--- src/rtl/relm_fp_pack.sv ---
// Normalise / round-to-nearest-even / pack stage for the FP unit's intermediate result.
// Three-step sequencer (NORM, ROUND, DONE) with valid/ready on both sides.
module relm_fp_pack #(
    parameter int WD       = 32,
    parameter int BIAS_POS = 30
) (
    input  logic          clk,
    input  logic          rst_n,
    input  logic          in_valid,
    output logic          in_ready,
    input  logic [WD-1:0] in_flags,
    input  logic [WD-1:0] in_mant,
    output logic          out_valid,
    input  logic          out_ready,
    output logic [WD-1:0] out_float,
    output logic [2:0]    out_flags
);

    typedef enum logic [1:0] {IDLE, NORM, ROUND, DONE} state_t;

    state_t              state_q, state_d;
    logic                sign_q, sign_d;
    logic                inf_q, inf_d;
    logic                zero_q, zero_d;
    logic [7:0]          exp_q, exp_d;
    logic [WD-1:0]       mant_q, mant_d;
    logic [WD-1:0]       norm_q, norm_d;
    logic signed [9:0]   e_q, e_d;
    logic                mzero_q, mzero_d;
    logic                out_valid_q, out_valid_d;
    logic [WD-1:0]       out_float_q, out_float_d;
    logic [2:0]          out_flags_q, out_flags_d;

    logic                accept;
    logic [4:0]          lead_pos;
    logic                round_up;
    logic [23:0]         frac_sum;
    logic signed [9:0]   e_fin;
    logic [WD-1:0]       res_float;
    logic [2:0]          res_flags;

    assign in_ready  = (state_q == IDLE) | ((state_q == DONE) & out_ready);
    assign accept    = in_valid & in_ready;
    assign out_valid = out_valid_q;
    assign out_float = out_float_q;
    assign out_flags = out_flags_q;

    // Low flag bits carry nothing for this stage; the top mantissa bit is the
    // implicit leading one after normalisation.
    logic unused_bits;
    assign unused_bits = ^{in_flags[20:0], norm_q[31]};

    always_comb begin
        lead_pos = 5'd0;
        for (int i = 0; i < WD; i++) begin
            if (mant_q[i]) begin
                lead_pos = i[4:0];
            end
        end
    end

    always_comb begin
        round_up = norm_q[7] & ((|norm_q[6:0]) | norm_q[8]);
        frac_sum = {1'b0, norm_q[30:8]} + {23'd0, round_up};
        e_fin    = e_q + 10'(frac_sum[23]);

        res_float = {sign_q, e_fin[7:0], frac_sum[22:0]};
        res_flags = 3'b000;
        // Overflow sees the post-carry exponent; underflow uses the pre-round one.
        if (inf_q & zero_q) begin
            res_float = 32'h7FC0_0000;
            res_flags = 3'b100;
        end else if (inf_q | (e_fin >= 10'sd255)) begin
            res_float = {sign_q, 8'hFF, 23'd0};
            res_flags = 3'b010;
        end else if (zero_q | mzero_q | (e_q <= 10'sd0)) begin
            res_float = {sign_q, 31'd0};
            res_flags = 3'b001;
        end
    end

    always_comb begin
        state_d     = state_q;
        sign_d      = sign_q;
        inf_d       = inf_q;
        zero_d      = zero_q;
        exp_d       = exp_q;
        mant_d      = mant_q;
        norm_d      = norm_q;
        e_d         = e_q;
        mzero_d     = mzero_q;
        out_valid_d = out_valid_q;
        out_float_d = out_float_q;
        out_flags_d = out_flags_q;

        if (accept) begin
            sign_d = in_flags[31];
            exp_d  = in_flags[30:23];
            inf_d  = in_flags[22];
            zero_d = in_flags[21];
            mant_d = in_mant;
        end

        case (state_q)
            IDLE: begin
                if (accept) begin
                    state_d = NORM;
                end
            end
            NORM: begin
                norm_d  = mant_q << (5'd31 - lead_pos);
                e_d     = {2'b00, exp_q} + {5'd0, lead_pos} - 10'(BIAS_POS);
                mzero_d = (mant_q == '0);
                state_d = ROUND;
            end
            ROUND: begin
                out_float_d = res_float;
                out_flags_d = res_flags;
                out_valid_d = 1'b1;
                state_d     = DONE;
            end
            DONE: begin
                if (out_ready) begin
                    out_valid_d = 1'b0;
                    state_d     = accept ? NORM : IDLE;
                end
            end
            default: state_d = IDLE;
        endcase
    end

    always_ff @(posedge clk or negedge rst_n) begin
        if (!rst_n) begin
            state_q     <= IDLE;
            sign_q      <= 1'b0;
            inf_q       <= 1'b0;
            zero_q      <= 1'b0;
            exp_q       <= '0;
            mant_q      <= '0;
            norm_q      <= '0;
            e_q         <= '0;
            mzero_q     <= 1'b0;
            out_valid_q <= 1'b0;
            out_float_q <= '0;
            out_flags_q <= '0;
        end else begin
            state_q     <= state_d;
            sign_q      <= sign_d;
            inf_q       <= inf_d;
            zero_q      <= zero_d;
            exp_q       <= exp_d;
            mant_q      <= mant_d;
            norm_q      <= norm_d;
            e_q         <= e_d;
            mzero_q     <= mzero_d;
            out_valid_q <= out_valid_d;
            out_float_q <= out_float_d;
            out_flags_q <= out_flags_d;
        end
    end

endmodule

--- config.mk ---
export PLATFORM = sky130hd
export DESIGN_NAME = relm_fp_pack
export DESIGN_NICKNAME = d
export VERILOG_FILES = /design/src/rtl/relm_fp_pack.sv
export SDC_FILE = /design/constraint.sdc
export NUM_CORES = 1
export LEC_CHECK = 0
export BUFFER_PORTS_ARGS = -buffer_cell sky130_fd_sc_hd__buf_2
export CORE_MARGIN = 10
export CORE_UTILIZATION = 65
export CTS_BUF_LIST = sky130_fd_sc_hd__clkbuf_2 sky130_fd_sc_hd__clkbuf_4 sky130_fd_sc_hd__clkbuf_8
export CTS_CLUSTER_DIAMETER = 60
export DETAILED_ROUTE_END_ITERATION = 6
export GPL_TIMING_DRIVEN = 0
export PLACE_DENSITY = 0.89
export SLEW_MARGIN = 20
export SYNTH_ARGS = -nofsm -noshare
export SYNTH_HDL_FRONTEND = slang
export SYNTH_SLANG_ARGS = --single-unit
--- constraint.sdc ---
create_clock -name clk -period 5.4 [get_ports clk]
set_clock_uncertainty 0.1 [all_clocks]
set_input_delay 1.62 -clock clk [delete_from_list [all_inputs] [get_ports clk]]
set_output_delay 1.62 -clock clk [all_outputs]
set_load 0.05 [all_outputs]
==> Yosys cells after proc, flatten, opt, wreduce, memory -nomap -nowiden <==
Index checks and enable logic that the tools add are counted.
Widths: inputs -> output; s select.
{ "op_classes": {"bitwise": 9, "div": 0, "n_shift": 1, "mux": 43, "n_eq_ne": 5, "add_sub_neg": 5, "n_reduce_logical": 6, "multipliers": 0, "n_lt_le_gt_ge": 2} }
{ "ops": {"columns": ["operator", "count"], "rows": [
  ["$mux 5", 29],
  ["$mux 31", 2],
  ["$logic_not 32->1", 1],
  ["$mux 32", 1],
  ["$shl 32x5->31", 1],
  ["$add 23x1->24", 1],
  ["$add 10x1->10", 1],
  ["$ge 10x9->1 const B", 1],
  ["$le 10x1->1 const B", 1],
  ["$sub 9x5->10 const B", 1],
  ["$add 8x5->9", 1],
  ["$mux 2", 4],
  ["$pmux 2 s4", 1],
  ["$reduce_or 7->1", 1],
  ["$or 1x1->1", 5],
  ["$sub 5x5->5 const A", 1],
  ["$and 1x1->1", 4],
  ["$eq 2x2->1 const B", 2],
  ["$mux 1", 4],
  ["$ne 2x2->1 const B", 2],
  ["$reduce_and 2->1", 2],
  ["$mux 3", 1],
  ["$eq 2x1->1 const B", 1],
  ["$logic_not 2->1", 1],
  ["2 further kinds", 2]
]} }
{ "totals": {"output_inout_bits": 37, "ff_bits": 123, "latchBits": 0, "inputBits": 68, "n_memories": 0, "ram_bits": 0, "word_cells": 83, "romBits": 0} }

==> Longest topological paths before layout <==
Gate-level depths: netlist of run 1.
{ "logic_depth": {"word_depth": 33, "mapped_depth": 19, "ltp_nobuf": 18} }

==> Worst setup path before layout of run 1 <==
Ideal clock, no wire load.
{ "synth_path": {"kind": "input-to-output", "start": "input out_ready", "end": "output in_ready", "arrival_time_ps": 2014, "stages": 2, "n_path_buf": 0, "setup_slack_ps": 1666, "required_ps": 3680, "path_cell_list": "nand2_1 nand2_1"} }
{ "synth_between": {"elab_chain_len": 2} }
{ "synth_rtl": {"columns": ["element", "line_no", "rtl"], "rows": [
  ["start, declared", "14", "input logic out_ready,"],
  ["$and 1x1->1", "42", "assign in_ready = (state_q == IDLE) | ((state_q == DONE) & out_ready);"],
  ["$or 1x1->1", "42", null],
  ["end, declared", "10", "output logic in_ready,"]
]} }
Every way passes these cells.

==> Worst setup path after layout of run 1 <==
{ "layout_path": {"start": "register mant_q[29]", "end": "register e_q[8]"} }
{ "layout_between": {"elab_chain_len": 5} }
{ "layout_rtl": {"columns": ["element", "line_no", "rtl"], "rows": [
  ["start, declared", "26", "logic [WD-1:0] mant_q, mant_d;"],
  ["start signal, assigned", "152", "mant_q <= mant_d;"],
  ["$mux 5 (3 in series)", "56", "if (mant_q[i]) begin"],
  ["$add 8x5->9", "112", "e_d = {2'b00, exp_q} + {5'd0, lead_pos} - 10'(BIAS_POS);"],
  ["$sub 9x5->10", "112", null],
  ["end signal, assigned", "141", "e_q <= '0;"],
  ["end signal, assigned", "154", "e_q <= e_d;"],
  ["end, declared", "28", "logic signed [9:0] e_q, e_d;"]
]} }
Every way passes these cells.
A chain may end at the register's enable or synchronous reset.

==> results.json, run 1 <==
{
  "place_congestion": 1.02,
  "status": "finished, final reports clean",
  "port_buffers": 83,
  "postSynthCellCount": 789,
  "rows": 39,
  "antenna_found_initial": 0,
  "postCtsSetupBuffers": 0,
  "grt-ovfl-total": 0,
  "n_fill_cell": 821,
  "synth_fa_ha_area_share_pct": 3.70,
  "ys_types": 80,
  "fin_crit_sh_pct": 91.7,
  "yosysTopAreaCell": "dfrtp_1",
  "root_buffer": "clkbuf_8",
  "synth_flop_cell": "dfrtp_1",
  "synthSimpleGateAreaFrac_pct": 12.9,
  "synthMuxAreaShare_pct": 17.0,
  "routed_wl_um": 21000,
  "hold_class": "flip-flop to flip-flop",
  "synth-edff-count": 0,
  "nets": 982,
  "first_pass_iters": 5,
  "synth_area_mm2": 0.00765,
  "startpoint_type": "flip-flop",
  "drtAntennaViolNets": 0,
  "grt_max_degree": 65,
  "dieArea_mm2": 0.0165,
  "clk_pin_slew_ns": 0.08,
  "cts_hold_buf": 0,
  "max_freq_mhz": 202,
  "coreArea_mm2": 0.0115,
  "worstPathRequired_ns": 5.64,
  "antenna_cells": 0,
  "cts_buffers": 17,
  "path_class": "flip-flop to flip-flop",
  "num_vias": 6596,
  "grt_pass1_wl_um": 33700,
  "cts_sinks": 123,
  "fin_tns_setup_ns": 0,
  "grt_pass1_vias": 6570,
  "worst_pin_slew_ns": 0.922,
  "htreeDepth": 4,
  "grt.total_usage_pct": 25.4,
  "hpwl_um": 15600,
  "die_w_um": 128,
  "yosysTopAreaCellShare_pct": 40.2,
  "fp.dieH_um": 128,
  "syn_area_per_cell_um2": 9.69,
  "synth.cells.most_frequent": "123 x dfrtp_1, 71 x mux2_2, 63 x inv_1",
  "clk_latency_ns": 0.47,
  "path_max_fanout": 10,
  "post_drt_wl_per_cell_um": 20.0,
  "synth-async-reset-ratio_pct": 100,
  "start_util_pct": 66.7,
  "setup_slack_ns": 0.446,
  "yosys-top-cells-area": "dfrtp_1 40%, mux2_2 10%, mux2i_1 5.8%, ha_1 3.4%, o22ai_1 3.1%",
  "maxCapViolCount": 0,
  "syn2layout_area_growth_pct": 13.6,
  "drive_gt1_share_pct": 24.9,
  "finalSetupViolCount": 0,
  "cts_tree": "built",
  "ys_warn_count": 0,
  "yosysMostFrequentCell": "dfrtp_1",
  "via_per_inst": 6.29,
  "slew_viol_final": 0,
  "drt_iter0_drc": 628,
  "endpoint_kind": "flip-flop",
  "rsz0062_at_grt": "no",
  "seq_area_frac_synth_pct": 40.2,
  "synth_top_family_by_area": "multiplexers",
  "drc": 0,
  "fin_crit_ns": 4.95,
  "slew_headroom_pct": 38.4,
  "ctsResizeCount": 0,
  "ioPinCount": 105,
  "ys_ff_latch": 123,
  "cts.path.max_buffers": 2,
  "place_worst_setup_slack_ns": 0.684,
  "hold_viol_final": 0,
  "synth-compound-area-share_pct": 16.6,
  "critical_path_arrival_ns": 5.19,
  "synthesis.nets": 879,
  "synth_xor_area_share_pct": 3.66
}
==> final timing paths <==
kind	startpoint	to	slack, ns	depth (start not counted)
min in group asynchronous	rst_n	out_float[28]	1.01	1
hold / removal	exp_q[7]	exp_q[7]	0.41	1
max in group asynchronous	rst_n	norm_q[27]	3.51	2
hold reg to reg	exp_q[7]	exp_q[7]	0.41	1
setup / recovery	mant_q[29]	e_q[8]	0.45	16
setup reg to reg	mant_q[29]	e_q[8]	0.45	16
==> cells by family after synthesis <==
group                    after synthesis
AO/OA/AOI/OAI                        181
XOR/XNOR                              32
adder cells (fa/ha/maj)               22
buffers and inverters                108
flip-flops                           123
multiplexers                         118
AND/OR/NAND/NOR                      205
==> metrics by stage <==
step	cell area [um2]	hold slack [ns]	util, %	cells
floorplan	7650	0.372	-	789
global route	8690	0.438	75.7	1048
CTS	8690	0.415	75.7	1048
global placement	8240	0.386	71.9	1015
detailed placement	8280	0.394	72.2	1016
finish	8690	0.414	75.7	1048
==> layout make-up <==
cell class                      instances  area, um2  area share, %
Multi-Input combinational cell        558       4120           47.5
Clock inverter                         11        116           1.34
Tap cell                              143        179           2.06
Sequential cell                       123       3080           35.4
Buffer                                 42        201           2.32
Inverter                               66        250           2.88
Clock buffer                           21        289           3.33
Timing Repair Buffer                   84        449           5.17
==> critical path: stages, from the launching register on <==
cell      delay, ns
dfrtp_1        0.36
clkbuf_2       0.17
nor4_1         0.69
nand2_1        0.47
a21oi_2        0.50
inv_1          0.21
clkbuf_1       0.34
ha_1           0.40
ha_1           0.35
a21oi_1        0.26
o21bai_1       0.11
a21oi_1        0.26
nor2b_1        0.08
nor2_1         0.12
o21bai_1       0.09
xnor2_1        0.21
a21oi_1        0.10
==> registers in the layout, summed over array words and instances, names as in the netlist, 2 cells and up <==
| register | count |
|---|---|
| exp_q | 8 |
| out_flags | 3 |
| out_float | 32 |
| norm_q | 31 |
| state_q | 2 |
| e_q | 10 |
| mant_q | 32 |
==> cells in the final DEF, fill, tap and decap left out, types with 7 or more instances in the layout <==
cell type  instances
dfrtp_1          123
buf_2             92
mux2_2            71
inv_1             63
nor2_1            55
nand2_1           54
mux2i_1           44
o22ai_1           38
a21oi_1           28
o21ai_0           26
clkbuf_1          25
xnor2_1           24
ha_1              21
clkbuf_8          21
nor3_1            16
nand3_1           16
a31oi_1           16
nor4_1            11
nor2b_1            9
nand4_1            8
xor2_1             8
and2_1             7
nand2b_1           7
and3_1             7
==> routing by layer <==
metal | global-route usage [%] | share of wire (%) | wire length (um)
met1 | 30.8 | 40 | 8480
met2 | 41.7 | 48 | 10100
met3 | 6.20 | 8.5 | 1790
met4 | 11.8 | 3.1 | 661
met5 | 0 | 0 | 0
Power of run 1 is left out: the tool's default activity adds up to more than one toggle a clock period on the data nets, which glitch-free logic cannot reach.
==> run 2, diff against run 1 <==
CORE_ASPECT_RATIO = 0.6   (was unset)
==> run 2 against run 1 <==
Count of clock-buffer cells in the layout is 4 lower. Cell count is 1.6% higher. Critical path depth is 3 higher. Fmax is 1.1% higher. Setup slack better by 0.054 ns. Cell area is 0.13% lower. Via count is 3.5% higher. Flip-flop and latch count stayed put. Utilization is 0.28 points higher. Global-route usage is 1.1 points higher. Critical path type unchanged.
==> results.json, run 2 (synthesis gave the netlist of run 1 again) <==
{
  "fin_tns_setup_ns": 0,
  "path_class": "flip-flop to flip-flop",
  "timing.rr.start": "norm_q[8]",
  "worst_pin_slew_ns": 0.917,
  "fin_crit_sh_pct": 90.7,
  "place_congestion": 0.987,
  "worstHoldStart": "exp_q[7]",
  "grt_pass1_vias": 6810,
  "multi_input_area_mm2": 0.00412,
  "num_vias": 6825,
  "grt.total_usage_pct": 26.5,
  "via_per_inst": 6.41,
  "fp.dieH_um": 104,
  "slew_viol_final": 0,
  "final_common_cell": "dfrtp_1",
  "drtAntennaViolNets": 0,
  "clk_latency_ns": 0.45,
  "syn2layout_area_growth_pct": 13.4,
  "endpoint_kind": "flip-flop",
  "fin_crit_ns": 4.90,
  "coreArea_mm2": 0.0114,
  "root_buffer": "clkbuf_8",
  "drive_gt1_share_pct": 24.9,
  "cts_buffers": 17,
  "final_cell_mix": "123 x dfrtp_1, 92 x buf_2, 71 x mux2_2",
  "finalSetupViolCount": 0,
  "register_area_mm2": 0.00308,
  "worstPathRequired_ns": 5.60,
  "status": "finished, final reports clean",
  "busiest_layer": "met1",
  "htreeDepth": 4,
  "ioPinCount": 105,
  "slew_headroom_pct": 38.7,
  "die_w_um": 160,
  "rsz0062_at_grt": "no",
  "critical_path_arrival_ns": 5.10,
  "drc": 0,
  "n_fill_cell": 842,
  "use_met1_pct": 37.6,
  "antenna_cells": 0,
  "hold_depth": 1,
  "port_buffers": 83,
  "dieArea_mm2": 0.0166,
  "maxCapViolCount": 0,
  "antenna_found_initial": 0,
  "first_pass_iters": 5,
  "grt_pass1_wl_um": 36100,
  "cts_sinks": 123,
  "cts_hold_buf": 0,
  "max_freq_mhz": 204,
  "r2r_end": "out_float[7]",
  "start_util_pct": 67.0,
  "clk_pin_slew_ns": 0.08,
  "rows": 30,
  "startpoint_type": "flip-flop",
  "grt-ovfl-total": 0,
  "hold_viol_final": 0,
  "min_to": "exp_q[7]",
  "drt_iter0_drc": 867,
  "cts_tree": "built",
  "postCtsSetupBuffers": 0,
  "hold_class": "flip-flop to flip-flop",
  "r2r_slack_ns": 0.50,
  "routed_wl_um": 21900,
  "grt_max_degree": 67,
  "cts.path.max_buffers": 2,
  "ctsResizeCount": 0,
  "hpwl_um": 16700,
  "nets": 982,
  "reg2reg_depth": 19,
  "post_drt_wl_per_cell_um": 20.6,
  "met2_usage_pct": 36.4,
  "path_max_fanout": 10,
  "grtUsageMet3_pct": 10.2
}
## run 2: layer usage
| metal | share of wire [%] | routed length [um] | up-vias |
|---|---|---|---|
| met1 | 43 | 9500 | 3296 |
| met3 | 14 | 2990 | 42 |
| met5 | 0.31 | 68 | - |
| li1 | - | - | 3062 |
| met4 | 1.4 | 297 | 2 |
| met2 | 41 | 9060 | 423 |
## run 2: worst max-delay path, stage by stage, from the launching register on
cell and delay [ns]:
dfrtp_1 0.44, nand4_1 0.17, nor3_1 0.42, and2_1 0.24
and3_1 0.20, nand2_1 0.12, nor4_1 0.45, and3_1 0.32
ha_1 0.21, ha_1 0.27, nand2b_1 0.10, o21ai_0 0.08
a21oi_1 0.10, o31ai_1 0.29, a21o_1 0.16, a21oi_1 0.07
and2_1 0.19, nand2_1 0.18, clkbuf_1 0.43, o22ai_1 0.20
## run 2: area by class of cell
type / count / area share [%]
inverters: 66 / 2.88
well taps: 160 / 2.31
plain buffers: 42 / 2.32
multi-input cells: 558 / 47.5
clock inverters: 15 / 1.60
flip-flops and latches: 123 / 35.5
repair buffers: 84 / 5.18
clock buffers: 17 / 2.70
## run 2: metrics by stage
stage / util, % / cells / setup slack (ns) / hold slack (ns) / instance area [um2]
finish: 76.0 / 1065 / 0.500 / 0.410 / 8670
floorplan: - / 789 / 1.67 / 0.372 / 7650
detailed placement: 72.8 / 1033 / 0.711 / 0.394 / 8300
CTS: 76.0 / 1065 / 0.625 / 0.412 / 8670
global route: 76.0 / 1065 / 0.0844 / 0.419 / 8670
global placement: 72.4 / 1032 / 0.978 / 0.391 / 8260
## run 2: worst max path at each step
| stage | from | slack, ns | end |
|---|---|---|---|
| 2_1_floorplan | out_ready | 1.67 | in_ready |
| 5_1_grt | norm_q[8] | 0.08 | out_float[6] |
| 6_report | norm_q[8] | 0.50 | out_float[7] |
| 4_1_cts | norm_q[8] | 0.62 | out_float[7] |
| 3_3_place_gp | norm_q[10] | 0.98 | out_float[2] |
| 3_5_place_dp | norm_q[8] | 0.71 | out_float[7] |
Power of run 2 is left out for the same reason.
==> run 3, diff against run 2 <==
CORE_ASPECT_RATIO = 1.1   (was 0.6)
==> run 3 against run 2 <==
Register-to-register slack better by 0.17 ns. First-iteration DRC count decreased by 13%. Cell area grew 0.20%. Global-route usage is 1.7 points lower. Via count down 2.0%. Sequential share of layout area shrank 0.072 points. Flip-flop and latch count is the same. Utilization shrank 0.38 points. Worst hold slack worse by 0.0024 ns. Count of clock-buffer cells in the layout grew 2.
==> results.json, run 3 (synthesis gave the netlist of run 1 again) <==
{
  "status": "finished, final reports clean",
  "cp_cell_sequence": "clkbuf_2 -> nor4_1 -> nand2_1 -> nor2_1 -> inv_1 -> clkbuf_1 -> ha_1 -> ha_1 -> inv_1 -> o21bai_1 -> a21oi_1 -> nor2b_1 -> nor2_1 -> o21bai_1 -> xnor2_1 -> a21oi_1",
  "register_area_mm2": 0.00308,
  "syn2layout_area_growth_pct": 13.7,
  "maxCapViolCount": 0,
  "hpwl_um": 15100,
  "fin_crit_sh_pct": 87.6,
  "place_congestion": 1.06,
  "worstHoldStart": "out_float[22]",
  "cpPeakStageDelay_ns": 0.66,
  "holdWs_ns": 0.408,
  "fp.dieH_um": 134,
  "grt_pass1_vias": 6665,
  "antenna_cells": 0,
  "path_class": "flip-flop to flip-flop",
  "final_common_cell": "dfrtp_1",
  "final_cell_mix": "123 x dfrtp_1, 92 x buf_2, 71 x mux2_2",
  "via_per_inst": 6.34,
  "fin_crit_ns": 4.73,
  "r2r_end": "e_q[8]",
  "rows": 41,
  "num_vias": 6689,
  "port_buffers": 83,
  "start_util_pct": 66.6,
  "first_pass_iters": 6,
  "grt.total_usage_pct": 24.8,
  "drive_gt1_share_pct": 24.9,
  "slowest_stage": "nor4_1",
  "worst_pin_slew_ns": 0.900,
  "ioPinCount": 105,
  "grt_max_degree": 68,
  "cts_tree": "built",
  "slew_viol_final": 0,
  "grt_pass1_wl_um": 33200,
  "path_max_fanout": 10,
  "drtAntennaViolNets": 0,
  "r2r_slack_ns": 0.67,
  "cts_sinks": 123,
  "post_drt_wl_per_cell_um": 19.2,
  "cts.path.max_buffers": 2,
  "endpoint_kind": "flip-flop",
  "hold_depth": 2,
  "critical_path_arrival_ns": 4.93,
  "grt-ovfl-total": 0,
  "drt_iter0_drc": 755,
  "fin_tns_setup_ns": 0,
  "coreArea_mm2": 0.0115,
  "reg2reg_depth": 16,
  "hold_class": "flip-flop to flip-flop",
  "nets": 982,
  "antenna_found_initial": 0,
  "hold_viol_final": 0,
  "n_fill_cell": 845,
  "layoutNonFillerInstCount": 1055,
  "max_freq_mhz": 211,
  "rsz0062_at_grt": "no",
  "cts_buffers": 17,
  "drc": 0,
  "worst-path-buf-inv": 4,
  "root_buffer": "clkbuf_8",
  "clk_latency_ns": 0.45,
  "htreeDepth": 4,
  "postCtsSetupBuffers": 0,
  "min_to": "out_float[22]",
  "worstPathRequired_ns": 5.61,
  "die_w_um": 123,
  "placed_cells": 1023,
  "startpoint_type": "flip-flop",
  "routed_wl_um": 20300,
  "ctsResizeCount": 0,
  "clk_pin_slew_ns": 0.08,
  "cts_hold_buf": 0,
  "slew_headroom_pct": 39.9,
  "dieArea_mm2": 0.0165,
  "critPathTopFamily": "simple AND/OR/NAND/NOR gates",
  "finalSetupViolCount": 0,
  "multi_input_area_mm2": 0.00412,
  "timing.rr.start": "mant_q[29]"
}
[run 3: changes by cell type in the layout (fill, tap and decap cells not counted), sizes merged]
cell and change:
clkinvlp -1, clkinv +1, inv -3, clkbuf +2
bufinv +1
[run 3: final cells by class]
cell class / instances / share of cell area [%]
Multi-Input combinational cell: 558 / 47.4
Sequential cell: 123 / 35.4
Tap cell: 150 / 2.16
Clock inverter: 13 / 1.63
Buffer: 42 / 2.32
Clock buffer: 19 / 3.01
Timing Repair Buffer: 84 / 5.17
Inverter: 66 / 2.88
[run 3: tightest hold or removal path: cells and delay by family, from the launching register on]
kind,cells,cell delay (ns)
flip-flops,1,0.35
AND/OR/NAND/NOR,2,0.12
[run 3: layer usage]
metal	wire length, um	global-route usage, %	share of wire [%]
met4	771	11.4	3.8
met5	0	0	0
met3	1660	5.87	8.2
met1	8150	30.7	40
met2	9680	39.8	48
[run 3: metrics by stage]
stage               worst slack, ns  cell area, um2  util [%]
floorplan                      1.67            7650         -
global placement              0.914            8250      71.8
detailed placement            0.915            8290      72.1
CTS                           0.785            8690      75.6
global route                  0.316            8690      75.6
finish                        0.671            8690      75.6
[run 3: how the worst max path moves through the flow]
stage / start / end / slack [ns] / depth (start not counted)
detailed placement: mant_q[29] / e_q[8] / 0.91 / 16
finish: mant_q[29] / e_q[8] / 0.67 / 16
global route: norm_q[10] / out_float[15] / 0.32 / 19
global placement: mant_q[29] / e_q[8] / 0.91 / 16
floorplan: out_ready / in_ready / 1.67 / 2
CTS: norm_q[10] / out_float[12] / 0.78 / 19
Power of run 3 is left out for the same reason.
